File: config.mk
export PLATFORM = sky130hd
export DESIGN_NAME = uart_rx_ctrl_flat
export DESIGN_NICKNAME = d
export VERILOG_FILES = /design/src/rtl/uart_rx_ctrl_if.sv /design/src/rtl/uart_rx_ctrl.sv /design/src/flat_wrapper.sv
export SDC_FILE = /design/constraint.sdc
export NUM_CORES = 1
export LEC_CHECK = 0
export ABC_AREA = 1
export BUFFER_PORTS_ARGS = -buffer_cell sky130_fd_sc_hd__buf_4
export CAP_MARGIN = 0
export CORE_MARGIN = 4
export CORE_UTILIZATION = 55
export DETAILED_ROUTE_END_ITERATION = 12
export PLACE_DENSITY = 0.79
export SLEW_MARGIN = 30
export SYNTH_ARGS = -nofsm -noshare
export SYNTH_HDL_FRONTEND = slang
export SYNTH_SLANG_ARGS = --single-unit
File: constraint.sdc
create_clock -name clk -period 2.5 [get_ports clk]
set_input_delay 0.375 -clock clk [delete_from_list [all_inputs] [get_ports clk]]
set_output_delay 0.375 -clock clk [all_outputs]
set_load 0.02 [all_outputs]
File: src/rtl/uart_rx_ctrl_if.sv
// rtl/uart_rx_ctrl_if.sv - received-word delivery handshake between uart_rx_ctrl and its consumer
interface uart_rx_ctrl_if #(
  parameter int DATA_BITS = 8
);
  logic [DATA_BITS-1:0] rx_data;
  logic                 rx_ready;
  logic                 rx_ack;
  logic                 frame_err;
  logic                 parity_err;
  logic                 overrun;

  modport master (
    output rx_data, rx_ready, frame_err, parity_err, overrun,
    input  rx_ack
  );

  modport slave (
    input  rx_data, rx_ready, frame_err, parity_err, overrun,
    output rx_ack
  );
endinterface

File: src/rtl/uart_rx_ctrl.sv
// rtl/uart_rx_ctrl.sv - UART receive frame FSM driven by an external bit rate pulse generator
module uart_rx_ctrl #(
  parameter int DATA_BITS  = 8,
  parameter int PARITY_EN  = 0,
  parameter int PARITY_ODD = 0
) (
  input  logic           clk,
  input  logic           rst,
  input  logic           rx_in,
  input  logic           end_half_time,
  input  logic           end_bit_time,
  output logic           bit_en,
  output logic           busy,
  uart_rx_ctrl_if.master rx_if
);

  localparam logic [2:0] IDLE   = 3'd0;
  localparam logic [2:0] START  = 3'd1;
  localparam logic [2:0] DATA   = 3'd2;
  localparam logic [2:0] PARITY = 3'd3;
  localparam logic [2:0] STOP   = 3'd4;
  localparam logic [2:0] ABORT  = 3'd5;

  localparam logic [3:0] LAST_IDX = 4'(DATA_BITS - 1);
  localparam logic       ODD      = (PARITY_ODD != 0);

  logic [1:0]           sync_q;
  logic                 rx_s;
  logic [2:0]           state_q, state_d;
  logic [3:0]           idx_q, idx_d;
  logic [DATA_BITS-1:0] shift_q, shift_d;
  logic                 par_q, par_d;
  logic [DATA_BITS-1:0] data_q, data_d;
  logic                 ready_q, ready_d;
  logic                 ferr_q, ferr_d;
  logic                 perr_q, perr_d;
  logic                 ovr_q, ovr_d;
  logic                 par_calc;

  assign rx_s     = sync_q[1];
  assign bit_en   = (state_q != IDLE);
  assign busy     = (state_q != IDLE);
  assign par_calc = (^shift_q) ^ par_q;

  always_comb begin
    state_d = state_q;
    idx_d   = idx_q;
    shift_d = shift_q;
    par_d   = par_q;
    data_d  = data_q;
    ready_d = ready_q;
    ferr_d  = ferr_q;
    perr_d  = perr_q;
    ovr_d   = ovr_q;

    if (rx_if.rx_ack) begin
      ready_d = 1'b0;
      ovr_d   = 1'b0;
    end

    case (state_q)
      IDLE: begin
        if (!rx_s) state_d = START;
      end
      START: begin
        // A start bit that is high again at mid-bit was noise; let the bit finish so the count wraps.
        if (end_half_time && rx_s) begin
          state_d = ABORT;
        end else if (end_bit_time) begin
          state_d = DATA;
          idx_d   = 4'd0;
        end
      end
      ABORT: begin
        if (end_bit_time) state_d = IDLE;
      end
      DATA: begin
        if (end_half_time) shift_d = {rx_s, shift_q[DATA_BITS-1:1]};
        if (end_bit_time) begin
          if (idx_q == LAST_IDX) state_d = (PARITY_EN != 0) ? PARITY : STOP;
          else                   idx_d   = idx_q + 4'd1;
        end
      end
      PARITY: begin
        if (end_half_time) par_d   = rx_s;
        if (end_bit_time)  state_d = STOP;
      end
      STOP: begin
        // Commit overrides a same-cycle ack: the new word stays ready and no overrun is flagged.
        if (end_half_time) begin
          data_d  = shift_q;
          ferr_d  = ~rx_s;
          perr_d  = (PARITY_EN != 0) ? (par_calc ^ ODD) : 1'b0;
          ovr_d   = ovr_d | (ready_q & ~rx_if.rx_ack);
          ready_d = 1'b1;
        end
        if (end_bit_time) state_d = IDLE;
      end
      default: state_d = IDLE;
    endcase
  end

  always_ff @(posedge clk) begin
    if (!rst) begin
      sync_q  <= 2'b11;
      state_q <= IDLE;
      idx_q   <= 4'd0;
      shift_q <= '0;
      par_q   <= 1'b0;
      data_q  <= '0;
      ready_q <= 1'b0;
      ferr_q  <= 1'b0;
      perr_q  <= 1'b0;
      ovr_q   <= 1'b0;
    end else begin
      sync_q  <= {sync_q[0], rx_in};
      state_q <= state_d;
      idx_q   <= idx_d;
      shift_q <= shift_d;
      par_q   <= par_d;
      data_q  <= data_d;
      ready_q <= ready_d;
      ferr_q  <= ferr_d;
      perr_q  <= perr_d;
      ovr_q   <= ovr_d;
    end
  end

  assign rx_if.rx_data    = data_q;
  assign rx_if.rx_ready   = ready_q;
  assign rx_if.frame_err  = ferr_q;
  assign rx_if.parity_err = perr_q;
  assign rx_if.overrun    = ovr_q;

endmodule

File: src/flat_wrapper.sv
// flat-port wrapper written by rule: the top's interface ports become plain ports
module uart_rx_ctrl_flat 
#(
  parameter int DATA_BITS  = 8,
  parameter int PARITY_EN  = 0,
  parameter int PARITY_ODD = 0
)
  (clk, rst, rx_in, end_half_time, end_bit_time, bit_en, busy, rx_if_rx_data, rx_if_rx_ready, rx_if_frame_err, rx_if_parity_err, rx_if_overrun, rx_if_rx_ack);
  uart_rx_ctrl_if #(.DATA_BITS(DATA_BITS)) rx_if_i ();
  input  logic clk;
  input  logic rst;
  input  logic rx_in;
  input  logic end_half_time;
  input  logic end_bit_time;
  output logic bit_en;
  output logic busy;
  output wire logic [$bits(rx_if_i.rx_data)-1:0] rx_if_rx_data;
  output wire logic [$bits(rx_if_i.rx_ready)-1:0] rx_if_rx_ready;
  output wire logic [$bits(rx_if_i.frame_err)-1:0] rx_if_frame_err;
  output wire logic [$bits(rx_if_i.parity_err)-1:0] rx_if_parity_err;
  output wire logic [$bits(rx_if_i.overrun)-1:0] rx_if_overrun;
  input wire logic [$bits(rx_if_i.rx_ack)-1:0] rx_if_rx_ack;
  assign rx_if_rx_data = rx_if_i.rx_data;
  assign rx_if_rx_ready = rx_if_i.rx_ready;
  assign rx_if_frame_err = rx_if_i.frame_err;
  assign rx_if_parity_err = rx_if_i.parity_err;
  assign rx_if_overrun = rx_if_i.overrun;
  assign rx_if_i.rx_ack = rx_if_rx_ack;
  uart_rx_ctrl #(.DATA_BITS(DATA_BITS), .PARITY_EN(PARITY_EN), .PARITY_ODD(PARITY_ODD)) u_core (.clk(clk), .rst(rst), .rx_in(rx_in), .end_half_time(end_half_time), .end_bit_time(end_bit_time), .bit_en(bit_en), .busy(busy), .rx_if(rx_if_i));
endmodule
=== Word level (Yosys, flattened, before mapping) ===
Index checks and enable logic that the tools add are counted.

* Reduce and logical (&&, ||, !) cells: 9
* Mux-type cells: 19
* Bitwise logic cells: 4
* $add $sub $neg: 1
* Eq/ne operators: 15

{| class="wikitable"
|+ Operator list
! kind !! count
|-
| $mux W3 || 7
|-
| $mux W4 || 4
|-
| $pmux W3 S5 || 1
|-
| $ne A2 B2 Y1 const B || 6
|-
| $pmux W4 S2 || 1
|-
| $eq A3 B2 Y1 const B || 2
|-
| $eq A3 B3 Y1 const B || 2
|-
| $mux W1 || 6
|-
| $reduce_and A6 Y1 || 1
|-
| $reduce_and A5 Y1 || 1
|-
| $add A4 B1 Y4 const B || 1
|-
| $eq A4 B3 Y1 const B || 1
|-
| $ne A2 B1 Y1 const B || 2
|-
| $reduce_and A2 Y1 || 2
|-
| $eq A3 B1 Y1 const B || 1
|-
| $logic_not A3 Y1 || 1
|-
| $ne A3 B2 Y1 const B || 1
|-
| $reduce_bool A3 Y1 || 1
|-
| $not A1 Y1 || 2
|-
| $reduce_bool A2 Y1 || 1
|-
| $reduce_or A2 Y1 || 1
|-
| $and A1 B1 Y1 || 1
|-
| $logic_and A1 B1 Y1 || 1
|-
| $or A1 B1 Y1 || 1
|}

* Flip-flop bits (word level): 28
* Word-level logic and storage cells: 56
* Output and inout bits: 14

=== Longest topological paths before layout ===
Gate-level depths: netlist of run 1.

* Word-level depth: 5
* Gate-level depth with buffers: 10
* Depth with buffers taken out: 10

=== Worst setup path after synthesis of run 1 ===
No wires, ideal clock.

* Path type: reg-to-reg
* From: reg u_core.idx_q[0]
* To: reg u_core.idx_q[1]
* Arrival: 1.059 ns
* Setup slack: 1.324 ns
* Buffers on the path: 0
* Cell stages (with the launch flop): 11
* Library setup time: 0.117 ns
* Cell sequence: dfxtp_1 ha_1 nand2_1 inv_1 nand2_1 nand2_1 nand2_2 nand2_2 nand2_1 nand2_1 nor2_2

* Word-level cells in the longest chain between the ends: 4
* Elaborated cells on any way between the ends: 7

{| class="wikitable"
|+ Ends and longest elaborated chain
! what !! line !! source
|-
| start, declared || uart_rx_ctrl.sv:30 || <nowiki>logic [3:0] idx_q, idx_d;</nowiki>
|-
| start signal, assigned || uart_rx_ctrl.sv:118 || <nowiki>idx_q <= idx_d;</nowiki>
|-
| $add A4 B1 Y4 || uart_rx_ctrl.sv:81 || <nowiki>else idx_d = idx_q + 4'd1;</nowiki>
|-
| $mux W4 || uart_rx_ctrl.sv:80 || <nowiki>if (idx_q == LAST_IDX) state_d = (PARITY_EN != 0) ? PARITY : STOP;</nowiki>
|-
| $mux W4 || uart_rx_ctrl.sv:79 || <nowiki>if (end_bit_time) begin</nowiki>
|-
| $pmux W4 S2 || uart_rx_ctrl.sv:61 || <nowiki>case (state_q)</nowiki>
|}

Parallel ways exist; a longest one is shown, timed or not. The select of a mux whose other input is x is not followed.
A chain may end at the register's enable or synchronous reset.

=== Final worst setup path of run 1 ===
* From: reg u_core.state_q[1]
* To: out busy

* Word-level cells in the longest chain between the ends: 1

{| class="wikitable"
|+ Ends and longest elaborated chain
! what !! line !! source
|-
| start, declared || uart_rx_ctrl.sv:29 || <nowiki>logic [2:0] state_q, state_d;</nowiki>
|-
| start signal, assigned || uart_rx_ctrl.sv:117 || <nowiki>state_q <= state_d;</nowiki>
|-
| $reduce_bool A3 Y1 || uart_rx_ctrl.sv:42 || <nowiki>assign busy = (state_q != IDLE);</nowiki>
|-
| end, declared || flat_wrapper.sv:16 || <nowiki>output logic busy;</nowiki>
|}

No other way between the ends.

==> key figures, run 1 <==
Run status
  • Run status: finished, final reports clean

Synth
  • Top-area cell type share of the netlist area: 45.57%
  • Commonest register cell after synthesis: dfxtp_1
  • Post-synth EDFFs: 0
  • Synth area leader: dfxtp_1
  • Mapped Area: between 1000 and 1500 um^2
  • Sequential element share of the synthesized area: between 40% and 50%
  • Top cells by count, synth: nor2_1, dfxtp_1, nand2_1
  • Synth top area cells: dfxtp_1, nor2_1, o21ai_0
  • Compound-Gate Fraction of Synth Area: between 10% and 20%
  • Multiplexer area fraction after synthesis: 0%
  • Unique masters post-synth: 25
  • Xor-xnor portion of the synthesized cell area: 0%
  • Main combinational cell family by area after synthesis: simple AND/OR/NAND/NOR gates
  • Adder-cell share of the synthesized area: 1.017%
  • Post-synthesis area per instance: between 7 and 8 um^2
  • Ys async rst share: 0%
  • Simple-Gate Fraction of Synth Area: between 30% and 40%
  • Mapped Cells: between 150 and 200
  • Yosys warns: 0
  • Number of synthesized register bits: 28
  • Synthesized Nets: 173
  • Top-count cell post-synth: nor2_1

Hold path
  • Min-Delay Path Class: in -> reg
  • HP Start: rx_if_rx_ack

STA
  • Fmax: 663.9 MHz
  • Final Hold Viols: 0
  • Endpoints failing setup: 0
  • Final Cycle Share: roughly 60%
  • Final min period: approximately 1500 ps
  • Clk_skew: 3.955 ps
  • Setup slack after layout: ~990 ps
  • Slew Viols, Final: 0
  • RSZ-0062 raised after global routing: no
  • Setup TNS Final: 0 ps

Place
  • Placed Cells: roughly 210
  • Post-DP HPWL: about 1700 um
  • Dpl ws: around 1000 ps
  • GP Congestion: ~0.8
  • Port Buf Inserts: 18

Route
  • DR vias/cell: 5.115
  • Pre-Repair DR Iteration Count: 4
  • DRT iter0 DRCs: 25
  • DR WL/cell: around 11 um
  • WL final: about 2300 um
  • DRC Markers: 0
  • Post-DRT Antenna Nets: 0
  • Via count: approximately 1100

CTS
  • Clock-pin slew on the worst setup and hold paths: 130 ps
  • Post-CTS resize count: 0
  • Clock sinks: 28
  • TritonCTS clock tree: yes
  • Max Root-Sink Buffers: 2
  • Root buf cell: clkbuf_4
  • Postcts setup bufs: 0
  • Hold buffer count at cts: 0
  • Num CTS Buffers: 3
  • Htree depth: 1
  • Worst-Skew Late Latency: 320 ps

Floorplan
  • Io pins: 20
  • Chip height: 55.29 um
  • Site Rows: 16
  • Starting Density: approximately three fifths
  • Die X-Extent: roughly 55 um
  • Core area: 2042 um^2
  • Die area: 3057 um^2

Job
  • Max-cap violations: 0

Final layout
  • Inserted Diodes: 0
  • P&R area growth vs syn: 13.02%
  • Total Nets Final: about 190
  • Final Util: about 68%
  • Layout cells sized above 1: roughly a quarter
  • Filler cell count: around 180
  • Finished Layout Cells: 209

Critical path
  • Setup crit start kind: flip-flop
  • Worst path required time: about 2100 ps
  • Setup CP Type: reg -> out
  • Worst Setup End Kind: primary output
  • CP arrival: 1130 ps
  • Worst Path Max Fanout: 5
  • Worst Setup SP: u_core.state_q[1]
  • Crit Reg-Reg Startpoint: u_core.state_q[1]

Global routing
  • Vias in the first global route: approximately 1000
  • Gr usage total: 15.47%
  • Largest net degree at the start of global routing: 20
  • Antenna violations before repair: 0
  • Overflow after GRT: 0
  • First-pass GRT wire length: just under 4000 um

Power and ir drop
  • Power density over the cells: about 900 nW/um^2
  • Power Total: about 1.3 mW
  • P_leak: 0.6584 nW
  • VDD IR max: 0.6601 mV
-- worst paths after layout --
path	end	slack, ps	depth (start not counted)
worst max-delay path	busy	990	3
worst min-delay path	u_core.rx_if.overrun	210	2
worst max register to register	u_core.rx_if.rx_data[4]	1030	6
worst min register to register	u_core.sync_q[1]	430	1
-- layer usage --
layer  part of all wire (%)  track usage, %  vias to the layer above
met1                     46           18.67                      478
met3                    3.8           2.797                        4
met4                    1.1           7.292                        0
met2                     50           26.35                       20
met5                      0               0                        -
li1                       -               -                      567
-- stage by stage --
step	instance area (um^2)	hold slack, ps
after floorplan	1230	392.5
after global placement	1368	401.8
after detailed placement	1368	397.8
after CTS	1390	199.8
after global routing	1390	197.5
final	1390	208.2
-- final cells by class --
class	count	area, um^2	area share, %
clock buffer	3	22.52	1.620
inverter	14	52.55	3.780
multi-input combinational	119	585.6	42.12
sequential	28	560.5	40.32
timing repair buffer	18	135.1	9.721
tap	27	33.78	2.430
-- power by group --
group          internal (mW)  switching, mW
Clock                 0.0564          0.117
Sequential             0.510         0.0560
Combinational          0.195          0.342
-- layout by cell type, fill, tap and decap left out --
master / Yosys / layout
nor2_1: 42 / 42
dfxtp_1: 28 / 28
nand2_1: 19 / 19
buf_4: 3 / 18
o21ai_0: 15 / 15
nand3_1: 10 / 10
inv_1: 8 / 8
a21oi_1: 8 / 8
inv_2: 5 / 5
nor2_2: 5 / 5
nand3_2: 3 / 3
nor2_4: 3 / 3
nand2_2: 3 / 3
clkbuf_4: 0 / 3
o21ai_1: 2 / 2
or2_2: 2 / 2
nor3_1: 1 / 1
clkinv_1: 1 / 1
a211oi_2: 1 / 1
nand4_1: 1 / 1
a211oi_1: 1 / 1
o21a_1: 1 / 1
ha_1: 1 / 1
conb_1: 1 / 1
-- kinds of logic (layout without fill, tap and decap cells) --
group,count (synthesis),count (layout)
AOI/OAI and AO/OA,28,28
adders and majority gates,1,1
buffers and inverters,19,35
DFF,28,28
other,1,1
and+or+nand+nor,89,89
-- sequential cells by signal (all words and copies together), names as in the netlist --
signal                  count
u_core.state_q              3
u_core.idx_q                4
u_core.rx_if.overrun        1
u_core.rx_if.rx_ready       1
u_core.shift_q              8
u_core.rx_if.frame_err      1
u_core.rx_if.rx_data        8
u_core.sync_q               2
-- worst max-delay path, cell delays in order (launching register included) --
cell and delay, ps:
dfxtp_1 450, inv_2 100, nand3_2 120, buf_4 150
(Power assumes the default switching activity.)
==> run 2, diff against run 1 <==
--- a/config.mk
+++ b/config.mk
@@ -9,9 +9,9 @@
 export BUFFER_PORTS_ARGS = -buffer_cell sky130_fd_sc_hd__buf_4
 export CAP_MARGIN = 0
 export CORE_MARGIN = 4
-export CORE_UTILIZATION = 55
+export CORE_UTILIZATION = 49
 export DETAILED_ROUTE_END_ITERATION = 12
-export PLACE_DENSITY = 0.79
+export PLACE_DENSITY = 0.75
 export SLEW_MARGIN = 30
 export SYNTH_ARGS = -nofsm -noshare
 export SYNTH_HDL_FRONTEND = slang
==> constraint.sdc (replaced) <==
create_clock -name clk -period 1.21 [get_ports clk]
set_input_delay 0.1815 -clock clk [delete_from_list [all_inputs] [get_ports clk]]
set_output_delay 0.1815 -clock clk [all_outputs]
set_load 0.02 [all_outputs]
==> key figures, run 2 (synthesis results as in run 1) <==
Route
  • Pre-Repair DR Iteration Count: 5 (+1)
  • Post-DRT Antenna Nets: 0 (unchanged)
  • WL final: 2865 um (+22%)
  • DR WL/cell: 12.79 um (+14%)
  • DRT iter0 DRCs: 34 (+36%)
  • DRC Markers: 0 (unchanged)
  • DR vias/cell: 5.196 (+1.6%)
  • Via count: 1164 (+8.9%)

CTS
  • Clock-pin slew on the worst setup and hold paths: 150 ps (+20 ps)
  • Worst-Skew Late Latency: 330 ps (about the same)
  • Htree depth: 1 (unchanged)
  • Root buf cell: clkbuf_4
  • TritonCTS clock tree: yes
  • Num CTS Buffers: 3 (unchanged)
  • Clock sinks: 28 (unchanged)
  • Max Root-Sink Buffers: 2 (unchanged)

Final layout
  • Inserted Diodes: 0 (unchanged)
  • Total Nets Final: 204 (+6.8%)
  • Commonest non-fill, non-tap cells in the layout: nor2_1, buf_4, dfxtp_1
  • P&R area growth vs syn: 37.33%
  • Commonest non-fill, non-tap cell in the layout: nor2_1
  • Final instance area: 1689 um^2 (+22%)
  • Layout cells sized above 1: 40.31% (+17 points)

Power and ir drop
  • P_leak: 0.7722 nW (+17%)
  • Power density over the cells: 2020 nW/um^2 (+120%)
  • VDD IR max: 1.250 mV (+89%)

STA
  • RSZ-0062 raised after global routing: yes
  • Final Hold Viols: 0 (unchanged)
  • Clk_skew: 4.028 ps (+0.07336 ps)
  • Final Cycle Share: 105.6%
  • Fmax: around 780 MHz
  • Endpoints failing setup: 10 (+10)
  • Setup slack after layout: -67.75 ps (-1062 ps)
  • Final hold slack: 25.64 ps (-182.5 ps)
  • Final min period: about 1300 ps
  • Slew Viols, Final: 0 (unchanged)

Global routing
  • Largest net degree at the start of global routing: 20 (unchanged)
  • Gr usage total: 17.50% (+2.0 points)
  • Antenna violations before repair: 0 (unchanged)
  • Vias in the first global route: 1118 (+15%)
  • Overflow after GRT: 0 (unchanged)
  • First-pass GRT wire length: 4698 um (+18%)

Hold path
  • Min-Delay Path Class: in -> reg

Floorplan
  • Site Rows: 17 (+1)
  • Die X-Extent: 58.10 um (+5.1%)
  • Chip height: 58.10 um (+5.1%)
  • Io pins: 20 (unchanged)
  • Starting Density: 53.54% (-6.7 points)
  • Core area: 2297 um^2 (+12%)
  • Die area: 3376 um^2 (+10%)

Critical path
  • Setup CP Type: reg -> reg
  • Worst Setup End Kind: flip-flop
  • Worst path required time: 1480 ps (-640 ps)
  • CP arrival: 1550 ps (+420 ps)
  • Setup crit start kind: flip-flop
  • Worst Path Max Fanout: 5 (unchanged)

Run status
  • Violated checks: setup timing
  • Run status: finished with violations

Place
  • Port Buf Inserts: 18 (unchanged)
  • Post-placement cell area: 1429 um^2 (+4.5%)
  • GP Congestion: 0.8473 (+3.1%)
  • Post-DP HPWL: 1879 um (+8.3%)

Job
  • Max-cap violations: 0 (unchanged)
run 2: cell count changes in the layout (fill, tap and decap cells not counted), sizes merged:
cell,change
buf,+12
bufinv,+1
dlygate4sd3,+1
run 2: worst paths after layout:
check                        start                to  slack [ps]  depth (start not counted)
setup / recovery   u_core.idx_q[1]   u_core.idx_q[0]         -70                          9
hold / removal               rx_in  u_core.sync_q[0]          30                          2
setup reg to reg   u_core.idx_q[1]   u_core.idx_q[0]         -70                          9
hold reg to reg   u_core.sync_q[0]  u_core.sync_q[1]         440                          1
run 2: worst max-delay path, cell delays in order (launching register included):
cell and delay [ps]:
dfxtp_4 400, ha_4 160, nand2_4 60, inv_2 80
nand2_2 50, nand2_2 70, nand2_4 80, nand2_4 90
nand2_2 60, a21oi_2 150
run 2: power breakdown:
group | internal [mW] | total (mW) | switching, mW
logic | 0.668 | 1.60 | 0.932
clock network | 0.335 | 0.613 | 0.278
registers | 1.08 | 1.20 | 0.122
total | 2.08 | 3.41 | 1.33
run 2: what timing repair did:
| item | 4_1_cts | 5_1_grt |
|---|---|---|
| pin swaps | 2 | 16 |
| setup endpoints to repair | 17 | 27 |
| hold buffers | 1 | 0 |
| buffers inserted | 3 | 1 |
| hold endpoints to repair | 1 | 0 |
| gates resized for setup | 21 | 30 |
run 2: cell type report:
cell class / count / area, um^2
clock buffer: 3 / 22.52
clock inverter: 1 / 30.03
fill: 173 / 608.1
inverter: 14 / 65.06
multi-input combinational: 119 / 704.4
sequential: 28 / 574.3
tap: 28 / 35.03
timing repair buffer: 31 / 257.7
run 2: stage by stage:
step / util (%) / cells / total power, mW / TNS [ps] / worst slack, ps
after floorplan: - / 166 / 2.052 / 0 / 34.12
after global placement: 62.20 / 215 / 2.344 / 0 / 8.096
after detailed placement: 62.20 / 215 / 2.386 / -289.5 / -75.31
after CTS: 68.85 / 223 / 3.203 / -34.16 / -15.93
after global routing: 73.53 / 224 / 3.621 / -1334 / -125.8
final: 73.53 / 224 / 3.411 / -237.8 / -67.75
run 2: layer usage:
metal	routed length (um)	GRT usage (%)	share of wire [%]
met2	1322	29.03	46
met4	48	6.623	1.7
met1	1338	22.36	47
met5	0	0	0
met3	156	3.341	5.4
==> run 3, diff against run 2 <==
--- a/config.mk
+++ b/config.mk
@@ -8,10 +8,12 @@
 export ABC_AREA = 1
 export BUFFER_PORTS_ARGS = -buffer_cell sky130_fd_sc_hd__buf_4
 export CAP_MARGIN = 0
+export CORE_ASPECT_RATIO = 1.75
 export CORE_MARGIN = 4
 export CORE_UTILIZATION = 49
 export DETAILED_ROUTE_END_ITERATION = 12
 export PLACE_DENSITY = 0.75
+export SKIP_LAST_GASP = 1
 export SLEW_MARGIN = 30
 export SYNTH_ARGS = -nofsm -noshare
 export SYNTH_HDL_FRONTEND = slang
==> key figures, run 3 (synthesis results as in run 1) <==
CTS
  • Max Root-Sink Buffers: 2 (unchanged)
  • TritonCTS clock tree: yes
  • Clock sinks: 28 (unchanged)
  • Root buf cell: clkbuf_8
  • Htree depth: 1 (unchanged)
  • Clock-pin slew on the worst setup and hold paths: 90 ps (-60 ps)
  • Num CTS Buffers: 3 (unchanged)
  • Worst-Skew Late Latency: 270 ps (-60 ps)

Global routing
  • Gr usage total: 18.61% (+1.1 points)
  • Overflow after GRT: 0 (unchanged)
  • Antenna violations before repair: 0 (unchanged)
  • Vias in the first global route: 1116 (-0.18%)
  • First-pass GRT wire length: 4802 um (+2.2%)
  • Largest net degree at the start of global routing: 20 (unchanged)

Run status
  • Run status: finished, final reports clean

Critical path
  • Crit path max-delay family: simple AND/OR/NAND/NOR gates
  • Worst Setup End Kind: flip-flop
  • Worst path required time: 1410 ps (-70 ps)
  • Worst Path Max Fanout: 6 (+1)
  • Crit-path max cell delay: 390 ps (about the same)
  • WP buf/inv: 2 (+1)
  • Setup crit start kind: flip-flop
  • CP arrival: 1400 ps (-150 ps)
  • Critical-path cell list: inv_8, nand3_4, nor2_4, buf_4, o21ai_0, nor2_1
  • Setup CP Type: reg -> reg
  • Crit-path slowest cell: dfxtp_4

Route
  • DR vias/cell: 5.314 (+2.3%)
  • Via count: 1169 (+0.43%)
  • Pre-Repair DR Iteration Count: 4 (-1)
  • DR WL/cell: 13.51 um (+5.7%)
  • Post-DRT Antenna Nets: 0 (unchanged)
  • DRT iter0 DRCs: 36 (+5.9%)
  • WL final: 2973 um (+3.8%)
  • DRC Markers: 0 (unchanged)

Power and ir drop
  • Power density over the cells: 1998 nW/um^2 (-1.1%)
  • P_leak: 0.7729 nW (about the same)
  • VDD IR max: 1.461 mV (+17%)

Final layout
  • Total Nets Final: 203 (-0.49%)
  • Inserted Diodes: 0 (unchanged)
  • Commonest non-fill, non-tap cell in the layout: nor2_1
  • Layout cells sized above 1: 40.51% (+0.21 points)
  • Final Util: 71.69% (-1.8 points)
  • P&R area growth vs syn: 37.54%
  • Final instance area: 1692 um^2 (+0.15%)
  • Commonest non-fill, non-tap cells in the layout: nor2_1, buf_4, dfxtp_1

Floorplan
  • Io pins: 20 (unchanged)
  • Core area: 2360 um^2 (+2.7%)
  • Die X-Extent: 45.87 um (-21%)
  • Starting Density: 52.12% (-1.4 points)
  • Site Rows: 23 (+6)
  • Die area: 3407 um^2 (+0.93%)
  • Chip height: 74.28 um (+28%)

STA
  • Setup slack after layout: 10.11 ps (+77.86 ps)
  • RSZ-0062 raised after global routing: yes
  • Clk_skew: 4.312 ps (+0.2841 ps)
  • Final Hold Viols: 0 (unchanged)
  • Final Cycle Share: 99.16% (-6.4 points)
  • Endpoints failing setup: 0 (-10)
  • Final min period: 1200 ps (-77.86 ps)
  • Slew Viols, Final: 0 (unchanged)
  • Final hold slack: 71.69 ps (+46.05 ps)
  • Setup TNS Final: 0 ps (+237.8 ps)
  • Fmax: 833.4 MHz (+6.5%)

Place
  • Post-DP HPWL: 2058 um (+9.5%)
  • Port Buf Inserts: 18 (unchanged)
  • Dpl ws: -14.22 ps (+61.09 ps)
  • GP Congestion: 0.8152 (-3.8%)
  • Post-placement cell area: 1425 um^2 (-0.26%)

Job
  • Max-cap violations: 0 (unchanged)

Hold path
  • Min-Delay Path Class: in -> reg
-- run 3: path summary, 6_finish.rpt --
check	end	startpoint	depth (start not counted)	slack, ps
worst max-delay path	u_core.shift_q[5]	u_core.state_q[2]	6	10
worst min-delay path	u_core.rx_if.overrun	rx_if_rx_ack	2	70
worst max register to register	u_core.shift_q[5]	u_core.state_q[2]	6	10
worst min register to register	u_core.sync_q[1]	u_core.sync_q[0]	1	430
-- run 3: where the power goes --
| part | internal [mW] | switching, mW | total [mW] | leakage (nW) |
|---|---|---|---|---|
| Sequential | 1.08 | 0.173 | 1.25 | 0.230 |
| Clock | 0.291 | 0.274 | 0.565 | 0.0288 |
| Combinational | 0.659 | 0.903 | 1.56 | 0.514 |
-- run 3: layout make-up --
cell class | count | area, um^2
clock buffers | 4 | 55.05
fillers | 187 | 668.1
inverters | 14 | 75.07
multi-input cells | 119 | 715.7
flip-flops and latches | 28 | 574.3
well taps | 25 | 31.28
repair buffers | 30 | 240.2
-- run 3: worst reg2reg max path, stage by stage, from the launching register on --
cell and delay (ps):
dfxtp_4 390, inv_8 90, nand3_4 100, nor2_4 190, buf_4 150, o21ai_0 60
nor2_1 150
-- run 3: timing repair --
action | CTS | global route
resized for setup | 9 | 46
buffers inserted | 2 | 2
endpoints found under the setup margin | 13 | 27
hold buffers | 0 | 0
pin swaps | 5 | 18
-- run 3: metal layers --
layer,vias up,share of wire (%),global-route usage (%)
li1,588,-,-
met1,551,38,20.91
met2,24,57,33.44
met3,6,2.9,2.179
met4,0,1.7,8.228
met5,-,0,0
-- run 3: per-stage QoR --
stage                     cells  power (mW)
after global routing        220       3.596
final                       220       3.380
after detailed placement    212       2.378
after CTS                   218       2.976
after floorplan             166       2.052
after global placement      212       2.346
